[config.mk]
export PLATFORM = sky130hd
export DESIGN_NAME = serializer_out
export DESIGN_NICKNAME = d
export VERILOG_FILES = /design/src/rtl/serializer_pkg.sv /design/src/rtl/byte_fifo.sv /design/src/rtl/serializer_out.sv
export SDC_FILE = /design/constraint.sdc
export NUM_CORES = 1
export LEC_CHECK = 0
export BUFFER_PORTS_ARGS = -buffer_cell sky130_fd_sc_hd__buf_2
export CAP_MARGIN = 15
export CELL_PAD_IN_SITES_DETAIL_PLACEMENT = 0
export CELL_PAD_IN_SITES_GLOBAL_PLACEMENT = 2
export CORE_MARGIN = 1
export CORE_UTILIZATION = 46
export CTS_CLUSTER_SIZE = 30
export DETAILED_ROUTE_END_ITERATION = 6
export HOLD_SLACK_MARGIN = 0.06
export PLACE_DENSITY_LB_ADDON = 0.2
export REMOVE_ABC_BUFFERS = 1
export SLEW_MARGIN = 15
export SYNTH_ARGS = -nofsm -noshare
export SYNTH_HDL_FRONTEND = slang
export SYNTH_SLANG_ARGS = --single-unit
[constraint.sdc]
create_clock -name clock1M -period 3.65 [get_ports clock1M]
set_input_delay 0.365 -clock clock1M [delete_from_list [all_inputs] [get_ports clock1M]]
set_output_delay 0.365 -clock clock1M [all_outputs]
set_load 0.05 [all_outputs]
[src/rtl/serializer_pkg.sv]
// Shared types and defaults for the byte serializer.
package serializer_pkg;

  // Transmit FSM states
  typedef enum logic [2:0] {
    IDLE = 3'd0,
    LOAD = 3'd1,
    WAIT = 3'd2,
    HIGH = 3'd3,
    LOW  = 3'd4
  } state_t;

  localparam int DEF_DEPTH       = 8;
  localparam int DEF_HALF_CYCLES = 10;

endpackage

[src/rtl/byte_fifo.sv]
// Byte queue with wrapping pointers and an occupancy count.
// A push while full is accepted only when a pop happens in the same cycle.
module byte_fifo
  import serializer_pkg::*;
#(
  parameter int DEPTH = DEF_DEPTH,
  parameter int AW    = $clog2(DEPTH),
  parameter int CW    = AW + 1
) (
  input  logic          clock1M,
  input  logic          reset,
  input  logic          push,
  input  logic          pop,
  input  logic [7:0]    din,
  output logic [7:0]    data,
  output logic          full,
  output logic          empty,
  output logic [CW-1:0] count
);

  localparam logic [CW-1:0] FULL_CNT = CW'(DEPTH);

  logic [7:0]    mem [DEPTH];
  logic [AW-1:0] wr_ptr;
  logic [AW-1:0] rd_ptr;
  logic          do_push;
  logic          do_pop;

  assign full    = (count == FULL_CNT);
  assign empty   = (count == '0);
  assign do_pop  = pop & ~empty;
  assign do_push = push & (~full | do_pop);
  assign data    = mem[rd_ptr];

  // Storage array; contents are don't-care until written
  always_ff @(posedge clock1M) begin
    if (do_push) mem[wr_ptr] <= din;
  end

  // Pointers wrap naturally since DEPTH is a power of two
  always_ff @(posedge clock1M or negedge reset) begin
    if (!reset) begin
      wr_ptr <= '0;
      rd_ptr <= '0;
      count  <= '0;
    end else begin
      if (do_push) wr_ptr <= wr_ptr + 1'b1;
      if (do_pop)  rd_ptr <= rd_ptr + 1'b1;
      if (do_push && !do_pop)      count <= count + 1'b1;
      else if (do_pop && !do_push) count <= count - 1'b1;
    end
  end

endmodule

[src/rtl/serializer_out.sv]
// Byte-queued, MSB-first serial transmitter with a strobed handshake.
//
// state | meaning
// IDLE  | nothing to send; pops the queue head as soon as one exists
// LOAD  | one cycle after a pop; resets the bit index to 7
// WAIT  | holds off while the receiver signals stall
// HIGH  | strobe high, current bit presented, HALF_CYCLES cycles
// LOW   | strobe low, bit held, HALF_CYCLES cycles; then next bit/byte
module serializer_out
  import serializer_pkg::*;
#(
  parameter int DEPTH       = DEF_DEPTH,
  parameter int HALF_CYCLES = DEF_HALF_CYCLES
) (
  input  logic       clock1M,
  input  logic       reset,
  input  logic [7:0] data_in,
  input  logic       enqueue_in,
  input  logic       stall_in,
  output logic       data_out,
  output logic       write_out,
  output logic       status_out,
  output logic       empty_out
);

  localparam int            CW       = $clog2(DEPTH) + 1;
  localparam int            TW       = $clog2(HALF_CYCLES + 1);
  localparam logic [CW-1:0] FULL_CNT = CW'(DEPTH);
  localparam logic [TW-1:0] HC_M1    = TW'(HALF_CYCLES - 1);

  state_t        state;
  logic [7:0]    shift;
  logic [2:0]    bit_idx;
  logic [TW-1:0] timer;

  logic          enq_prev;
  logic          armed;
  logic          enq_edge;
  logic          push;
  logic          pop;
  logic          last_low;

  logic [7:0]    fifo_data;
  logic          fifo_full;
  logic          fifo_empty;
  logic [CW-1:0] fifo_count;

  // armed stays low after reset until enqueue_in is seen low, so a level
  // already high at reset release cannot masquerade as a new request
  assign enq_edge = enqueue_in & ~enq_prev & armed;
  assign last_low = (state == LOW) && (timer == '0) && (bit_idx == 3'd0);
  assign pop      = ((state == IDLE) || last_low) && !fifo_empty;
  assign push     = enq_edge & (~fifo_full | pop);

  assign status_out = (fifo_count == FULL_CNT);
  assign empty_out  = fifo_empty && (state == IDLE);

  byte_fifo #(.DEPTH(DEPTH)) u_fifo (
    .clock1M (clock1M),
    .reset   (reset),
    .push    (push),
    .pop     (pop),
    .din     (data_in),
    .data    (fifo_data),
    .full    (fifo_full),
    .empty   (fifo_empty),
    .count   (fifo_count)
  );

  // Enqueue edge detector
  always_ff @(posedge clock1M or negedge reset) begin
    if (!reset) begin
      enq_prev <= 1'b0;
      armed    <= 1'b0;
    end else begin
      enq_prev <= enqueue_in;
      armed    <= armed | ~enqueue_in;
    end
  end

  // Transmit FSM with shifter, phase timer and registered outputs
  always_ff @(posedge clock1M or negedge reset) begin
    if (!reset) begin
      state     <= IDLE;
      shift     <= '0;
      bit_idx   <= '0;
      timer     <= '0;
      data_out  <= 1'b0;
      write_out <= 1'b0;
    end else begin
      case (state)
        IDLE: begin
          if (!fifo_empty) begin
            shift <= fifo_data;
            state <= LOAD;
          end
        end
        LOAD: begin
          bit_idx <= 3'd7;
          state   <= WAIT;
        end
        WAIT: begin
          if (!stall_in) begin
            write_out <= 1'b1;
            data_out  <= shift[bit_idx];
            timer     <= HC_M1;
            state     <= HIGH;
          end
        end
        HIGH: begin
          if (timer == '0) begin
            write_out <= 1'b0;
            timer     <= HC_M1;
            state     <= LOW;
          end else begin
            timer <= timer - 1'b1;
          end
        end
        LOW: begin
          if (timer == '0) begin
            if (bit_idx != 3'd0) begin
              bit_idx <= bit_idx - 1'b1;
              state   <= WAIT;
            end else if (!fifo_empty) begin
              shift <= fifo_data;
              state <= LOAD;
            end else begin
              state <= IDLE;
            end
          end else begin
            timer <= timer - 1'b1;
          end
        end
        default: state <= IDLE;
      endcase
    end
  end

endmodule
==> impl_metrics.py, run 1 <==
metrics = {
    "clocking": {
        "post_cts_buffers": 0,
        "insertion_delay_ns": 0.35,
        "post_cts_resized": 0,
        "numCtsBuffers": 9,
        "clock-root-buffer": "clkbuf_8",
        "cts_tree": "done",
        "clock-sinks": 96,
        "ctsHoldBuffers": 0,
        "cts_max_level": 3,
        "cts_max_path_buffers": 2,
        "clkTransAtPathRegs_ns": 0.10,
    },
    "sta": {
        "min_period_ns": 2.94,
        "slew_viol_final": 0,
        "final_hold_viol_count": 0,
        "period_share": 0.806,
        "clock_skew_ns": 0.0111,
        "rsz0062_at_grt": "false",
        "fmax_mhz": 340,
        "worstMarginPinSlew_ns": 0.759,
        "maxSlewHeadroom": 0.494,
        "fin_tns_setup_ns": 0,
        "setup_viol": 0,
    },
    "synthesis": {
        "yosysWarningCount": 0,
        "synth_ff_type": "edfxtp_1",
        "synthMuxAreaShare": 0.131,
        "yosys.area_share.simple": 0.0851,
        "synth_edf_count": 64,
        "synth_top_family_by_area": "multiplexers",
        "synth_xor_area_frac": 0.0213,
        "ys_seq_area_frac": 0.661,
        "netlist-cell-type-count": 48,
        "syn_inst": 256,
        "synthAdderAreaFrac": 0.0322,
        "synth_compound_area_frac": 0.0504,
        "syn_area_per_cell_um2": 16.1,
        "async_flop_share": 0.333,
        "ys_seq_elements": 96,
        "syn-cell-area_um2": 4120,
    },
    "die": {
        "ioPinCount": 16,
        "fp.coreArea_um2": 8680,
        "initial_core_util": 0.474,
        "die-width_um": 96.6,
        "dieHeight_um": 96.6,
        "rows": 34,
        "dieArea_um2": 9330,
    },
    "route": {
        "drtPass1Iterations": 4,
        "totalWireLength_mm": 6.96,
        "vias": 2094,
        "ant_nets": 0,
        "wl_per_cell_um": 17.6,
        "drt_iter0_drc": 53,
        "drc": 0,
        "viasPerCell": 5.30,
    },
    "global_routing": {
        "grt_pass1_wl_mm": 11.1,
        "grt_usage": 0.160,
        "grt_max_degree": 33,
        "antenna_found_initial": 0,
        "grt-ovfl-total": 0,
        "grt_pass1_vias": 2085,
    },
    "place": {
        "dp_cells": 379,
        "numPortBuffers": 15,
        "hpwlAfterDp_mm": 4.82,
        "place.gp.congestion": 0.718,
    },
    "layout": {
        "layout_common_cells": "edfxtp_1 (64), dfrtp_1 (32), nand2_1 (20)",
        "final_common_cell": "edfxtp_1",
        "final_nets": 304,
        "num_antenna_cells": 0,
        "synthToLayoutAreaGrowth_pct": 10.8,
        "instances_no_fill": 395,
        "fill_cells": 748,
        "drive_above_1_share": 0.258,
    },
    "worst_setup_path": {
        "cp_slowest_cell": "dfrtp_1",
        "crit_family": "simple AND/OR/NAND/NOR gates",
        "path_buf_inv": 2,
        "crit_type": "register to register",
        "cp.required_ns": 3.90,
        "cp-start-kind": "register",
        "max_stage_delay_ns": 0.41,
        "end_kind": "register",
        "critPathMaxFanout": 19,
        "arrival_ns": 3.19,
        "path_cells": "inv_1 > ha_1 > or3b_1 > o21ai_1 > nand2_2 > ha_1 > inv_1 > ha_1 > a21o_1 > a21oi_1 > xnor2_1 > nor2_1 > xor2_1",
        "cp_common_cell": "ha_1",
    },
    "power_and_ir_drop": {
        "p_per_area_nw_per_um2": 707,
        "cellLeakagePower_nw": 1.65,
        "vdd_drop_max_uv": 267,
    },
    "status": {
        "run_status": "finished clean",
    },
    "min_path": {
        "holdCritPathClass": "primary input to asynchronous set/reset pin",
    },
    "job": {
        "drv_cap": 0,
    },
}
## logic make-up after synthesis
family,count (synthesis)
muxes,31
buffers and inverters,16
AOI/OAI and AO/OA,33
and+or+nand+nor,60
DFF,96
xor gates and xnor gates,10
adders and majority gates,10
## flip-flops by register name, indices dropped and copies added, names as in the netlist
| register | count |
|---|---|
| u_fifo.mem | 64 |
| shift | 8 |
| timer | 4 |
| u_fifo.count | 4 |
| bit_idx | 3 |
| state | 3 |
| u_fifo.rd_ptr | 3 |
| u_fifo.wr_ptr | 3 |
| armed | 1 |
| data_out | 1 |
| enq_prev | 1 |
| write_out | 1 |
## worst paths after layout
kind	cells after the start	start	to	slack, ns
hold / removal	1	reset	timer[2]$_DFFE_PN0P_	0.05
setup reg to reg	13	timer[0]$_DFFE_PN0P_	u_fifo.count[3]$_DFFE_PN0P_	0.71
hold reg to reg	2	shift[4]$_DFFE_PN0P_	shift[4]$_DFFE_PN0P_	0.50
max in group asynchronous	1	reset	state[1]$_DFFE_PN0P_	3.14
min in group clock1M	1	enqueue_in	enq_prev$_DFF_PN0_	0.14
setup / recovery	13	timer[0]$_DFFE_PN0P_	u_fifo.count[3]$_DFFE_PN0P_	0.71
## metal layers
| layer | up-vias | GRT usage | wire [um] |
|---|---|---|---|
| met5 | - | 0 | 0 |
| met4 | 0 | 0.0574 | 70 |
| met3 | 7 | 0.0289 | 177 |
| met2 | 20 | 0.276 | 3630 |
| met1 | 1043 | 0.202 | 3080 |
| li1 | 1024 | - | - |
## Yosys cell counts (all sizes together), types with 2 or more instances
library cell | number | area (um^2)
nand2 | 22 | 87.6
a21oi | 7 | 35.0
o21ai | 14 | 70.1
ha | 9 | 113
mux2i | 9 | 90.1
o22ai | 2 | 12.5
nor3b | 4 | 51.3
a31oi | 2 | 12.5
nand3 | 3 | 20.0
nor2 | 10 | 42.5
mux2 | 4 | 45.0
xnor2 | 6 | 52.6
buf | 8 | 45.0
dfrtp | 32 | 801
a211oi | 2 | 27.5
inv | 6 | 22.5
nor2b | 4 | 25.0
or3b | 2 | 17.5
edfxtp | 64 | 1920
nand2b | 4 | 25.0
o22a | 2 | 17.5
clkbuf | 2 | 8.75
nor3 | 4 | 20.0
xor2 | 4 | 35.0
mux4 | 18 | 405
## worst reg2reg max path: cells and delay by family (launching register included)
kind,cells,cell delay [ns]
flip-flops,1,0.41
adder cells (fa/ha/maj),3,0.70
buffers and inverters,2,0.19
AND/OR/NAND/NOR,3,0.71
XOR/XNOR,2,0.27
AO/OA/AOI/OAI,3,0.56
## metrics by stage
stage               hold slack (ns)   util  power, mW  setup slack (ns)  cell area [um^2]
detailed placement            0.472  0.502       2.60             0.677              4360
global route                  0.115  0.526       3.44             0.433              4560
finish                       0.0464  0.526       3.23             0.707              4560
global placement              0.451  0.502       2.58             0.712              4360
CTS                          0.0722  0.526       3.28             0.656              4560
floorplan                    0.0694      -       2.31             0.917              4060
## power by group
group | leakage [nW] | switching (mW) | internal, mW | total (mW)
sequential | 0.952 | 0.238 | 1.37 | 1.60
clock | 0.104 | 0.407 | 0.278 | 0.685
combinational | 0.591 | 0.449 | 0.488 | 0.936
total | 1.65 | 1.09 | 2.13 | 3.23
## area by class of cell
| type | instances | area [um^2] | share of cell area |
|---|---|---|---|
| Clock buffer | 9 | 124 | 0.0272 |
| Clock inverter | 7 | 81.3 | 0.0178 |
| Inverter | 6 | 22.5 | 0.00494 |
| Multi-Input combinational cell | 144 | 1330 | 0.291 |
| Sequential cell | 96 | 2720 | 0.597 |
| Tap cell | 108 | 135 | 0.0296 |
| Timing Repair Buffer | 25 | 150 | 0.0329 |
Note: power is estimated with default switching activity, not from simulation.
==> run 2: changes to the inputs <==
Settings changed: ABC_AREA set to 1, CORE_UTILIZATION 46 to 40.
Clock period 3.65 ns to 2.8 ns, I/O delays scaled along.
==> impl_metrics.py, run 2 <==
metrics = {
    "sta": {
        "clock_skew_ns": 0.0141,
        "final_hold_viol_count": 0,
        "rsz0062_at_grt": "false",
        "holdWs_ns": 0.185,
        "worstMarginPinSlew_ns": 0.746,
        "maxSlewHeadroom": 0.503,
        "slew_viol_final": 0,
        "fmax_mhz": 405,
        "fin_tns_setup_ns": 0,
        "setup_viol": 0,
        "period_share": 0.882,
        "min_period_ns": 2.47,
    },
    "layout": {
        "drive_above_1_share": 0.105,
        "num_antenna_cells": 0,
        "final_nets": 504,
        "largest_reg_flops": 64,
        "layout_common_cells": "nand2_1 (151), nor2_1 (73), edfxtp_1 (64)",
        "design_area_um2": 4820,
        "reg_top3": "u_fifo.mem (64), shift (8)",
        "largest_register": "u_fifo.mem",
        "final_common_cell": "nand2_1",
        "synthToLayoutAreaGrowth_pct": 10.3,
    },
    "synthesis": {
        "syn_area_per_cell_um2": 9.61,
        "ys_seq_elements": 96,
        "synth_ff_type": "edfxtp_1",
        "async_flop_share": 0.333,
        "yosysWarningCount": 0,
        "netlist-cell-type-count": 26,
        "synth.area.top_cells": "edfxtp_1 (44%), dfrtp_1 (18%), nand2_1 (13%), nor2_1 (6.4%), o21ai_0 (5.2%)",
        "synth_edf_count": 64,
        "syn-cell-area_um2": 4370,
        "synth.top_cell.area_share": 0.440,
        "syn_inst": 455,
        "synth_common_cells": "nand2_1 (151), nor2_1 (74), edfxtp_1 (64)",
        "synth.most_common_cell": "nand2_1",
        "synth_area_leader_cell": "edfxtp_1",
        "ys_seq_area_frac": 0.623,
    },
    "global_routing": {
        "grt-ovfl-total": 0,
        "antenna_found_initial": 0,
        "grt_pass1_wl_mm": 14.8,
        "grt_pass1_vias": 2911,
        "grt_usage": 0.177,
        "grt_max_degree": 35,
    },
    "clocking": {
        "cts_tree": "done",
        "cts_max_level": 3,
        "clkTransAtPathRegs_ns": 0.09,
        "clock-root-buffer": "clkbuf_8",
        "clock-sinks": 96,
        "cts_max_path_buffers": 2,
        "insertion_delay_ns": 0.36,
        "numCtsBuffers": 9,
        "post_cts_buffers": 0,
    },
    "die": {
        "dieArea_um2": 11300,
        "initial_core_util": 0.418,
        "fp.coreArea_um2": 10500,
        "rows": 37,
        "die-width_um": 107,
        "ioPinCount": 16,
        "dieHeight_um": 107,
    },
    "route": {
        "totalWireLength_mm": 9.01,
        "ant_nets": 0,
        "drt_iter0_drc": 165,
        "drtPass1Iterations": 7,
        "drc": 0,
        "viasPerCell": 4.73,
        "wl_per_cell_um": 14.5,
        "vias": 2941,
    },
    "place": {
        "place.gp.congestion": 0.816,
        "numPortBuffers": 15,
        "post_dp_cell_area_um2": 4630,
        "hpwlAfterDp_mm": 5.82,
    },
    "power_and_ir_drop": {
        "power_mw": 4.68,
        "p_per_area_nw_per_um2": 970,
        "cellLeakagePower_nw": 2.09,
        "vdd_drop_max_uv": 418,
    },
    "worst_setup_path": {
        "cp.required_ns": 3.09,
        "arrival_ns": 2.76,
        "crit_type": "register to register",
        "critPathMaxFanout": 9,
        "cp-start-kind": "register",
        "end_kind": "register",
    },
    "min_path": {
        "holdCritPathClass": "primary input to register",
    },
    "job": {
        "drv_cap": 0,
    },
    "status": {
        "run_status": "finished clean",
    },
}
-- run 2: cell count changes in the layout (fill, tap and decap cells not counted), moves of 12 or more --
cell / change
nand2_1: +131
nor2_1: +65
o21ai_0: +32
inv_1: +20
mux4_2: -18
nand3_1: +12
-- run 2: metal layers --
metal,part of all wire,routed length (um),vias to the layer above,GRT usage
met5,0,0,-,0
met4,0.017,150,0,0.0695
met3,0.023,210,14,0.0392
met2,0.44,3960,29,0.271
met1,0.52,4680,1366,0.245
li1,-,-,1532,-
-- run 2: worst max-delay path: stages (launching register included) --
cell     delay (ns)
dfrtp_2        0.45
inv_1          0.16
ha_1           0.17
nand2_1        0.07
inv_1          0.08
nand3_2        0.10
nand3_2        0.14
nand2_4        0.10
inv_1          0.07
ha_1           0.16
inv_1          0.09
ha_1           0.33
nand2_1        0.07
nand2_1        0.04
nor2_1         0.12
xnor2_1        0.12
nand2_1        0.06
o21ai_0        0.06
-- run 2: what timing repair did --
action | CTS | global route
endpoints found under the setup margin | 0 | 1
gates resized for setup | 0 | 3
hold buffers | 2 | 0
endpoints found under the hold margin | 33 | 0
-- run 2: per-stage QoR --
stage	setup WS (ns)	utilization	std cells
global placement	0.286	0.443	605
finish	0.329	0.461	622
CTS	0.197	0.460	622
detailed placement	0.225	0.443	605
floorplan	-0.00882	-	441
global route	0.0456	0.461	622
-- run 2: layout make-up --
class                      count  area, um^2
inverter                      27         104
clock inverter                 5        33.8
clock buffer                  10         128
fill                        1024        5640
multi-input combinational    318        1470
timing repair buffer          30         193
tap                          136         170
sequential                    96        2720
-- run 2: path summary, 6_finish.rpt --
kind | startpoint | end | slack [ns] | cells past startpoint
max in group asynchronous | reset | bit_idx[0]$_DFFE_PN0P_ | 1.77 | 2
setup reg to reg | bit_idx[0]$_DFFE_PN0P_ | u_fifo.count[3]$_DFFE_PN0P_ | 0.33 | 17
min in group asynchronous | reset | state[2]$_DFFE_PN0P_ | 0.51 | 2
hold / removal | data_in[5] | u_fifo.mem[4][5]$_DFFE_PP_ | 0.18 | 1
hold reg to reg | armed$_DFF_PN0_ | armed$_DFF_PN0_ | 0.46 | 2
setup / recovery | bit_idx[0]$_DFFE_PN0P_ | u_fifo.count[3]$_DFFE_PN0P_ | 0.33 | 17
-- run 2: logic make-up (layout without fill, tap and decap cells) --
group,after synthesis,after routing,share of synthesized area
compound gates,50,50,0.0596
xor+xnor,8,8,0.0160
fa+ha+maj,10,10,0.0303
buf+inv,41,72,0.0424
flops,96,96,0.623
simple gates,250,250,0.229
-- run 2: power breakdown --
part	switching, mW	internal [mW]
logic	1.25	0.649
registers	0.199	1.79
clock network	0.474	0.319
